===== config.mk =====
export PLATFORM = sky130hd
export DESIGN_NAME = arcade_input_mapper_flat
export DESIGN_NICKNAME = d
export VERILOG_FILES = /design/src/rtl/arcade_input_mapper_pkg.sv /design/src/rtl/arcade_input_mapper_if.sv /design/src/rtl/arcade_input_mapper_pulse_shaper.sv /design/src/rtl/arcade_input_mapper.sv /design/src/flat_wrapper.sv
export SDC_FILE = /design/constraint.sdc
export NUM_CORES = 1
export LEC_CHECK = 0
export ABC_AREA = 1
export CORE_MARGIN = 4
export CORE_UTILIZATION = 40
export DETAILED_ROUTE_END_ITERATION = 7
export PLACE_DENSITY = 0.54
export SKIP_CTS_REPAIR_TIMING = 1
export SYNTH_ARGS = -nofsm -noshare
export SYNTH_HDL_FRONTEND = slang
export SYNTH_SLANG_ARGS = --single-unit

===== constraint.sdc =====
create_clock -name clk_sys -period 10.1 [get_ports clk_sys]
set_clock_uncertainty 0.1 [all_clocks]
set_input_delay 2.525 -clock clk_sys [delete_from_list [all_inputs] [get_ports clk_sys]]
set_output_delay 2.525 -clock clk_sys [all_outputs]
set_load 0.03 [all_outputs]

===== src/rtl/arcade_input_mapper_pkg.sv =====
// Shared constants and types for the arcade keyboard/joystick button mapper.
package arcade_input_pkg;

    localparam int BTN_UP    = 0;
    localparam int BTN_DOWN  = 1;
    localparam int BTN_LEFT  = 2;
    localparam int BTN_RIGHT = 3;
    localparam int BTN_FIRE  = 4;
    localparam int BTN_BOMB  = 5;
    localparam int BTN_START = 6;
    localparam int BTN_COIN  = 7;

    localparam logic [8:0] SCAN_UNMAPPED = 9'h000;

    // Default PS/2 set-2 scancodes, bit 8 = E0-extended.
    localparam logic [8:0] SC_UP    = 9'h175;
    localparam logic [8:0] SC_DOWN  = 9'h172;
    localparam logic [8:0] SC_LEFT  = 9'h16B;
    localparam logic [8:0] SC_RIGHT = 9'h174;
    localparam logic [8:0] SC_CTRL  = 9'h014;
    localparam logic [8:0] SC_SPACE = 9'h029;
    localparam logic [8:0] SC_KEY5  = 9'h02E;

    typedef enum logic {
        IDLE,
        SCAN
    } scan_state_e;

    typedef struct packed {
        logic       pressed;
        logic [8:0] code;
    } key_event_t;

endpackage


===== src/rtl/arcade_input_mapper_if.sv =====
// Scancode-table configuration bus: one write strobe, entry index and scancode.
interface arcade_input_mapper_if #(
    parameter int ADDR_W = 4
);
    logic              cfg_wr;
    logic [ADDR_W-1:0] cfg_addr;
    logic [8:0]        cfg_data;

    modport master (output cfg_wr, cfg_addr, cfg_data);
    modport slave  (input  cfg_wr, cfg_addr, cfg_data);
endinterface


===== src/rtl/arcade_input_mapper_pulse_shaper.sv =====
// Coin pulse shaper: a rising edge of level_i yields one PULSE_LEN-cycle pulse.
module arcade_pulse_shaper #(
    parameter int PULSE_LEN = 16
) (
    input  logic clk_i,
    input  logic rst_i,
    input  logic level_i,
    output logic pulse_o
);
    localparam int CNT_W = $clog2(PULSE_LEN + 1);

    logic             level_q;
    logic [CNT_W-1:0] cnt_q;

    // NOTE: state registers use non-blocking assignments so every flop samples pre-edge values.
    always_ff @(posedge clk_i or posedge rst_i) begin
        if (rst_i) begin
            level_q <= 1'b0;
            cnt_q   <= '0;
        end else begin
            level_q <= level_i;
            // Edges arriving while the pulse is running are ignored.
            if (cnt_q != '0)
                cnt_q <= cnt_q - CNT_W'(1);
            else if (level_i && !level_q)
                cnt_q <= CNT_W'(PULSE_LEN);
        end
    end

    assign pulse_o = (cnt_q != '0);

endmodule


===== src/rtl/arcade_input_mapper.sv =====
// Maps the ps2_key toggle stream through a loadable scancode table, merges joystick
// bits, applies autofire and coin shaping, and registers the cabinet button vector.
module arcade_input_mapper
    import arcade_input_pkg::*;
#(
    parameter int PLAYERS      = 2,
    parameter int BUTTONS      = 8,
    parameter int COIN_IDX     = BTN_COIN,
    parameter int COIN_PULSE   = 16,
    parameter int AUTOFIRE_DIV = 200000,
    parameter int ACTIVE_LOW   = 0
) (
    input  logic                         clk_sys,
    input  logic                         RESET,
    input  logic [10:0]                  ps2_key,
    input  logic [PLAYERS*BUTTONS-1:0]   joy_in,
    arcade_input_mapper_if.slave         cfg,
    input  logic [BUTTONS-1:0]           autofire_en,
    input  logic                         kbd_clear,
    output logic [PLAYERS*BUTTONS-1:0]   btn_out,
    output logic                         busy,
    output logic                         overflow
);
    localparam int N     = PLAYERS * BUTTONS;
    localparam int IDX_W = $clog2(N);
    localparam int AF_W  = $clog2(AUTOFIRE_DIV);
    localparam logic [N-1:0] INV_MASK = (ACTIVE_LOW != 0) ? '1 : '0;

    logic [8:0]       table_q [N];
    logic [N-1:0]     key_state_q, key_state_d;
    logic             armed_q, old_toggle_q;
    scan_state_e      state_q;
    logic [IDX_W-1:0] idx_q;
    logic             busy_q, overflow_q;
    key_event_t       cur_q, pend_q;
    logic             pend_valid_q;
    logic [AF_W-1:0]  af_cnt_q;
    logic             af_phase_q;
    logic [N-1:0]     btn_out_q;

    logic             ev;
    key_event_t       ev_data;
    logic             scan_last;
    logic [N-1:0]     merged, shaped;
    logic [PLAYERS-1:0] coin_pulse;

    assign ev        = armed_q && (ps2_key[10] != old_toggle_q);
    assign ev_data   = '{pressed: ps2_key[9], code: ps2_key[8:0]};
    assign scan_last = (idx_q == IDX_W'(N - 1));

    // NOTE: the table is a handful of flops, so it is reset like any other state.
    always_ff @(posedge clk_sys or posedge RESET) begin
        if (RESET) begin
            for (int i = 0; i < N; i++) table_q[i] <= SCAN_UNMAPPED;
        end else if (cfg.cfg_wr) begin
            table_q[cfg.cfg_addr] <= cfg.cfg_data;
        end
    end

    // NOTE: every always_comb output gets a default first, so no path can infer a latch.
    always_comb begin
        key_state_d = key_state_q;
        if (state_q == SCAN && cur_q.code != SCAN_UNMAPPED && table_q[idx_q] == cur_q.code)
            key_state_d[idx_q] = cur_q.pressed;
        // A rewritten entry starts released so a remap can never leave a stuck key.
        if (cfg.cfg_wr)
            key_state_d[cfg.cfg_addr] = 1'b0;
        if (kbd_clear)
            key_state_d = '0;
    end

    always_ff @(posedge clk_sys or posedge RESET) begin
        if (RESET) begin
            armed_q      <= 1'b0;
            old_toggle_q <= 1'b0;
            key_state_q  <= '0;
            state_q      <= IDLE;
            idx_q        <= '0;
            busy_q       <= 1'b0;
            overflow_q   <= 1'b0;
            cur_q        <= '0;
            pend_q       <= '0;
            pend_valid_q <= 1'b0;
        end else begin
            armed_q      <= 1'b1;
            old_toggle_q <= ps2_key[10];
            key_state_q  <= key_state_d;
            if (kbd_clear) begin
                state_q      <= IDLE;
                idx_q        <= '0;
                busy_q       <= 1'b0;
                overflow_q   <= 1'b0;
                pend_valid_q <= 1'b0;
            end else begin
                case (state_q)
                    IDLE: begin
                        if (ev) begin
                            cur_q   <= ev_data;
                            idx_q   <= '0;
                            state_q <= SCAN;
                            busy_q  <= 1'b1;
                        end
                    end
                    SCAN: begin
                        if (scan_last) begin
                            idx_q <= '0;
                            // Pending is consumed first; a same-cycle event refills it.
                            if (pend_valid_q) begin
                                cur_q        <= pend_q;
                                pend_valid_q <= ev;
                                if (ev) pend_q <= ev_data;
                            end else if (ev) begin
                                cur_q <= ev_data;
                            end else begin
                                state_q <= IDLE;
                                busy_q  <= 1'b0;
                            end
                        end else begin
                            idx_q <= idx_q + IDX_W'(1);
                            if (ev) begin
                                if (pend_valid_q) begin
                                    overflow_q <= 1'b1;
                                end else begin
                                    pend_q       <= ev_data;
                                    pend_valid_q <= 1'b1;
                                end
                            end
                        end
                    end
                    default: state_q <= IDLE;
                endcase
            end
        end
    end

    assign merged = key_state_q | joy_in;

    for (genvar p = 0; p < PLAYERS; p++) begin : g_coin
        arcade_pulse_shaper #(
            .PULSE_LEN (COIN_PULSE)
        ) u_coin (
            .clk_i   (clk_sys),
            .rst_i   (RESET),
            .level_i (merged[p*BUTTONS + COIN_IDX]),
            .pulse_o (coin_pulse[p])
        );
    end

    always_comb begin
        shaped = '0;
        for (int p = 0; p < PLAYERS; p++) begin
            for (int b = 0; b < BUTTONS; b++) begin
                if (b == COIN_IDX)
                    shaped[p*BUTTONS + b] = coin_pulse[p];
                else if (autofire_en[b])
                    shaped[p*BUTTONS + b] = merged[p*BUTTONS + b] & af_phase_q;
                else
                    shaped[p*BUTTONS + b] = merged[p*BUTTONS + b];
            end
        end
    end

    always_ff @(posedge clk_sys or posedge RESET) begin
        if (RESET) begin
            af_cnt_q   <= '0;
            af_phase_q <= 1'b0;
            btn_out_q  <= INV_MASK;
        end else begin
            if (af_cnt_q == AF_W'(AUTOFIRE_DIV - 1)) begin
                af_cnt_q   <= '0;
                af_phase_q <= ~af_phase_q;
            end else begin
                af_cnt_q <= af_cnt_q + AF_W'(1);
            end
            btn_out_q <= shaped ^ INV_MASK;
        end
    end

    assign btn_out  = btn_out_q;
    assign busy     = busy_q;
    assign overflow = overflow_q;

endmodule

===== src/flat_wrapper.sv =====
// flat-port wrapper written by rule: the top's interface ports become plain ports
module arcade_input_mapper_flat import arcade_input_pkg::*;
#(
    parameter int PLAYERS      = 2,
    parameter int BUTTONS      = 8,
    parameter int COIN_IDX     = BTN_COIN,
    parameter int COIN_PULSE   = 16,
    parameter int AUTOFIRE_DIV = 200000,
    parameter int ACTIVE_LOW   = 0
)
  (clk_sys, RESET, ps2_key, joy_in, autofire_en, kbd_clear, btn_out, busy, overflow, cfg_cfg_wr, cfg_cfg_addr, cfg_cfg_data);
  arcade_input_mapper_if cfg_i ();
  input  logic clk_sys;
  input  logic RESET;
  input  logic [10:0] ps2_key;
  input  logic [PLAYERS*BUTTONS-1:0] joy_in;
  input  logic [BUTTONS-1:0] autofire_en;
  input  logic kbd_clear;
  output logic [PLAYERS*BUTTONS-1:0] btn_out;
  output logic busy;
  output logic overflow;
  input wire logic [$bits(cfg_i.cfg_wr)-1:0] cfg_cfg_wr;
  input wire logic [$bits(cfg_i.cfg_addr)-1:0] cfg_cfg_addr;
  input wire logic [$bits(cfg_i.cfg_data)-1:0] cfg_cfg_data;
  assign cfg_i.cfg_wr = cfg_cfg_wr;
  assign cfg_i.cfg_addr = cfg_cfg_addr;
  assign cfg_i.cfg_data = cfg_cfg_data;
  arcade_input_mapper #(.PLAYERS(PLAYERS), .BUTTONS(BUTTONS), .COIN_IDX(COIN_IDX), .COIN_PULSE(COIN_PULSE), .AUTOFIRE_DIV(AUTOFIRE_DIV), .ACTIVE_LOW(ACTIVE_LOW)) u_core (.clk_sys(clk_sys), .RESET(RESET), .ps2_key(ps2_key), .joy_in(joy_in), .cfg(cfg_i), .autofire_en(autofire_en), .kbd_clear(kbd_clear), .btn_out(btn_out), .busy(busy), .overflow(overflow));
endmodule

==> results of run 1 <==
[final timing paths]
| path | to | cells after the start | from | slack [ps] |
|---|---|---|---|---|
| worst max-delay path | u_core.pend_q[3] | 7 | kbd_clear | 5480 |
| worst min-delay path | u_core.table_q[137] | 2 | u_core.table_q[137] | 380 |
| worst max register to register | u_core.cur_q[4] | 10 | u_core.idx_q[0] | 6280 |
| worst min register to register | u_core.table_q[137] | 2 | u_core.table_q[137] | 380 |
| max in group asynchronous | u_core.table_q[94] | 3 | RESET | 6000 |
| min in group asynchronous | u_core.btn_out[11] | 2 | RESET | 2430 |
[power groups by stage]
| stage | clock [mW] | sequential [mW] | combinational, mW |
|---|---|---|---|
| after floorplan | 0 | 1.21 | 0.359 |
| after global placement | 0 | 1.22 | 0.483 |
| after detailed placement | 0 | 1.22 | 0.491 |
| after CTS | 1.06 | 1.21 | 0.494 |
| after global routing | 1.11 | 1.23 | 0.580 |
| final | 1.03 | 1.20 | 0.488 |
[kinds of logic (layout without fill, tap and decap cells)]
family          after synthesis  after routing
compound gates              256            256
buf+inv                     295            365
xor+xnor                      8              8
flops                       237            237
fa+ha+maj                     7              7
simple gates                722            722
other cells                   1              1
[registers in the layout, indices dropped and copies added, names as in the netlist]
signal / count
u_core.af_cnt_q: 18
u_core.af_phase_q: 1
u_core.armed_q: 1
u_core.btn_out: 16
u_core.busy: 1
u_core.cur_q: 10
u_core.g_coin.u_coin.cnt_q: 10
u_core.g_coin.u_coin.level_q: 2
u_core.idx_q: 4
u_core.key_state_q: 16
u_core.old_toggle_q: 1
u_core.overflow: 1
u_core.pend_q: 10
u_core.pend_valid_q: 1
u_core.state_q: 1
u_core.table_q: 144
[final cells by class]
cell class	count	area, sq um
fill	2852	14600
sequential	237	5930
tap	378	473
clock inverter	7	118
clock buffer	43	836
inverter	234	886
timing repair buffer	81	778
multi-input combinational	994	4420
[stage by stage]
step                hold WS (ps)  worst slack [ps]  area, sq um  utilization
detailed placement           373              4910        12500        0.445
global placement             364              4930        12500        0.445
floorplan                    341               972        11500            -
global route                 415              5210        13400        0.479
CTS                          388              5460        13400        0.479
finish                       384              5480        13400        0.479
[routing by layer]
metal / up-vias / wire [um] / track usage
met1: 4402 / 14600 / 0.285
met2: 227 / 13600 / 0.317
met4: 0 / 826 / 0.0500
met3: 51 / 1430 / 0.0243
met5: - / 0 / 0
li1: 4851 / - / -
[cells in the final DEF (no fill, tap or decap), types with 4 or more instances in the layout]
cell / count
nand2_1: 450
dfrtp_1: 236
inv_1: 228
o21ai_0: 167
nor2_1: 146
nand3_1: 87
clkdlybuf4s50_1: 68
a21oi_1: 53
clkbuf_16: 27
o211ai_1: 13
buf_4: 13
nand4_1: 12
o21ai_1: 11
nor2_2: 10
clkbuf_8: 10
nor3_1: 9
ha_1: 7
clkbuf_1: 6
xor2_1: 5
or2_2: 4
[worst min-delay path, cell delays in order (launching register included)]
cell	delay (ps)
dfrtp_1	340
nand2_1	50
o21ai_0	60
[synthesized netlist by cell type (all sizes together)]
library cell	number
xor2	5
a21oi	53
clkinv	3
o211ai	13
a21boi	1
dfrtp	237
buf	29
o21ai	178
nor4	3
clkbuf	32
a32o	1
nand2	450
o31ai	2
o21a	2
or2	4
inv	231
nor3	9
nand4	12
a31oi	2
ha	7
a221oi	1
nand3	87
a211oi	1
o22ai	2
xnor2	3
nor2	157
conb	1
==> results.ini, run 1 <==
[pwr]
ir_drop_uv = 138
pwr-share-comb = 0.179
seq_power_share = 0.442
clkPwrFrac = 0.379
swShare = 0.283
powerDensity_nw_per_um2 = 203
total_power_mw = 2.73
p_sw_uw = 773
internal_power_mw = 1.96
leakagePower_nw = 6.58

[timing]
slew-limit-headroom = 0.268
rsz0062_at_grt = false
max_freq_mhz = 217
worstMarginPinSlew_ps = 1100
post-route-period-util = 0.457
finalSetupViolCount = 0
layout_min_cycle_time_ps = 4620
slew_violations = 0
setup_tns_ps = 0
hold_viol = 0

[yosys]
avgSynthCellArea_sq_um = 7.53
synth.top_cell.area_share = 0.516
netlist_area_sq_um = 11500
synth_compound_area_frac = 0.117
synth_nets = 1585
synth_warnings = 0
synth-seq-area-share = 0.516
synth-adder-area-share = 0.00762
synthTopCellsByArea = dfrtp_1 (52%), nand2_1 (15%), inv_1 (7.5%), o21ai_0 (7.3%), nor2_1 (5.0%)
synth_top_family_by_area = simple AND/OR/NAND/NOR gates
synth_seq_cells = 237
yosys.cell_types.count = 34
synth_top_cell_by_area = dfrtp_1
synth_xor_area_frac = 0.00609
synth_mux_area_frac = 0
synthCells = 1526
synth_simple_gate_area_frac = 0.251

[critical_path]
required_ps = 10400
crit_chain = clkdlybuf4s50_1, inv_1, nand2_1, nor2_1, nand3_1, nor2_1, a21oi_1
crit_path_max_fanout = 20
worst-setup-path-type = in2reg
crit_family = buffers and inverters
critPathMaxStageDelay_ps = 790
crit_top_cell = nor2_1
worstSetupEndpointType = flop
arrival_ps = 4920
cp_num_buf_inv = 2
cp_slowest_cell = clkdlybuf4s50_1
startpoint_type = primary input

[clock_network]
root_buffer = clkbuf_16
htreeDepth = 1
clk_pin_slew_ps = 60
cts_tree = yes
cts_made_buffers = 27
clk_path_buf_depth = 3
clock_latency_ps = 550
cts_sinks = 237

[cells_and_area]
area_growth_pct = 16.9
final_cells = 1974
diodes = 0
final_nets = 1634
drive_gt1_frac = 0.0482

[detailed_routing]
vias = 9531
vias_per_cell = 4.83
drc = 0
drtIter0Drc = 707
ant_nets = 0
wl_per_cell_um = 15.4
totalWireLength_um = 30500
drt_pre_antenna_iters = 5

[status]
outcome = finished clean

[floorplanning]
die_x_um = 178
core_area_sq_um = 28100
die_h_um = 178
start_util = 0.409
dieArea_sq_um = 31500
fp-row-count = 61
pin_count = 70

[global_route]
grt_pass1_vias = 9243
grt_pass1_wl_um = 49800
grt_max_degree = 124
antenna_found_initial = 0
grt_usage = 0.197
grt_overflow = 0

[run]
drv_cap = 0

[placement]
routabilityCongestion = 0.825
dp_cells = 1924
portBuffers = 68
dp_hpwl_um = 19000

[hold_path]
hp-class = reg2reg

No activity file was read; power rests on OpenSTA's default activity.
==> inputs of run 2 (changes only) <==
Settings changed: PLACE_DENSITY 0.54 to 0.57.
Clock period 10.1 ns to 3.95 ns, I/O delays scaled along.
==> run 2 against run 1 <==
- combinational power increased to 2.6 times the previous value
- global-route usage decreased by 0.19 points
- critical endpoint is now u_core.key_state_q[2]
- clock-buffer cell count decreased by 2
- utilization increased by 0.22 points
- via count increased by 0.17%
- power increased by 150%
- first-iteration DRC count increased by 9.3%
- register-to-register slack got worse by 5400 ps
- cell count increased by 0.71%
==> results.ini, run 2 (synthesis gave the netlist of run 1 again) <==
[placement]
dp_slack_ps = 732
dp_cells = 1941
dp_hpwl_um = 19600
portBuffers = 68
dpl_cell_area_sq_um = 12700
routabilityCongestion = 0.826

[global_route]
grt_usage = 0.195
grt_pass1_wl_um = 49500
grt_overflow = 0
grt_pass1_vias = 9270
antenna_found_initial = 0
grt_max_degree = 83

[cells_and_area]
area_growth_pct = 17.5
final_nets = 1651
max_flop_register = u_core.table_q
postLayoutCoreUtil = 0.481
design_area_sq_um = 13500
top_regs = u_core.table_q (144), u_core.af_cnt_q (18)
final_cells = 1988
layout_common_cells = nand2_1 (450), dfrtp_1 (236), inv_1 (228), o21ai_0 (167), nor2_1 (154)
largest_register_ffs = 144
fill_cells = 2876
layout_commonest_cell = nand2_1
drive_gt1_frac = 0.0503
diodes = 0

[status]
outcome = finished clean

[timing]
hold_viol = 0
max_freq_mhz = 331
post-route-period-util = 0.765
worstMarginPinSlew_ps = 771
finalSetupViolCount = 0
whs_ps = 372
setup_tns_ps = 0
rsz0062_at_grt = false
slew_violations = 0
worst_slack_ps = 930
layout_min_cycle_time_ps = 3020
slew-limit-headroom = 0.485

[critical_path]
crit_path_max_fanout = 27
startpoint_type = flop
worst-setup-path-type = reg2reg
worstSetupEndpointType = flop
required_ps = 4270
arrival_ps = 3340

[detailed_routing]
wl_per_cell_um = 15.3
drt_pre_antenna_iters = 5
drc = 0
ant_nets = 0
vias_per_cell = 4.80
drtIter0Drc = 773
vias = 9547
totalWireLength_um = 30300

[clock_network]
clock_latency_ps = 540
clk_path_buf_depth = 3
htreeDepth = 1
root_buffer = clkbuf_16
cts_tree = yes
clk_pin_slew_ps = 60
cts_sinks = 237
cts_made_buffers = 27

[run]
drv_cap = 0

[pwr]
leakagePower_nw = 6.63
powerDensity_nw_per_um2 = 500
ir_drop_uv = 388
total_power_mw = 6.75

[floorplanning]
fp-row-count = 61
pin_count = 70
dieArea_sq_um = 31500
start_util = 0.409
die_h_um = 178
core_area_sq_um = 28100
die_x_um = 178

[hold_path]
hp-class = reg2reg

## run 2: cell count changes in the layout (fill, tap and decap cells not counted), sizes merged
cell,delta
buf,+17
bufinv,-2
clkbuf,-2
clkinvlp,+2
inv,-2
clkinv,+1
## run 2: layout make-up
class	count	area, sq um	area share
clock buffers	41	788	0.0584
clock inverters	6	61.3	0.00454
well taps	378	473	0.0350
inverters	234	882	0.0653
flip-flops and latches	237	5930	0.439
multi-input cells	994	4400	0.326
repair buffers	98	968	0.0717
## run 2: worst paths after layout
path                                  startpoint                               to  slack, ps  cells past startpoint
setup / recovery                 u_core.idx_q[0]            u_core.key_state_q[2]        930                     15
hold / removal             u_core.key_state_q[7]  u_core.g_coin[0].u_coin.level_q        370                      2
setup reg to reg                 u_core.idx_q[0]            u_core.key_state_q[2]        930                     15
hold reg to reg            u_core.key_state_q[7]  u_core.g_coin[0].u_coin.level_q        370                      2
max in group asynchronous                  RESET               u_core.table_q[79]       2030                      3
min in group asynchronous                  RESET               u_core.table_q[26]        800                      2
## run 2: power by group
| part | leakage [nW] | switching (mW) | internal [mW] |
|---|---|---|---|
| clock network | 0.416 | 0.978 | 1.43 |
| logic | 3.30 | 0.792 | 0.481 |
| registers | 2.91 | 0.176 | 2.89 |
| total | 6.63 | 1.95 | 4.81 |
## run 2: worst max-delay path: stages (launching register included)
cell and delay (ps):
dfrtp_2 430, inv_2 350, buf_4 280, nand2_1 70
nand3_1 60, nand2_1 60, nand2_1 80, nand2_1 130
o21ai_0 270, nand2_1 80, nor2_1 90, nand3_1 140
nor2_4 480, nand3_1 140, nand2_1 90, nor2_1 40
## run 2: per-layer routing
metal  vias to the layer above  GRT usage  routed length (um)
met2                       187      0.319               13800
met1                      4448      0.285               14900
met4                         0     0.0380                 517
met3                        35     0.0205                1150
met5                         -          0                   0
li1                       4877          -                   -
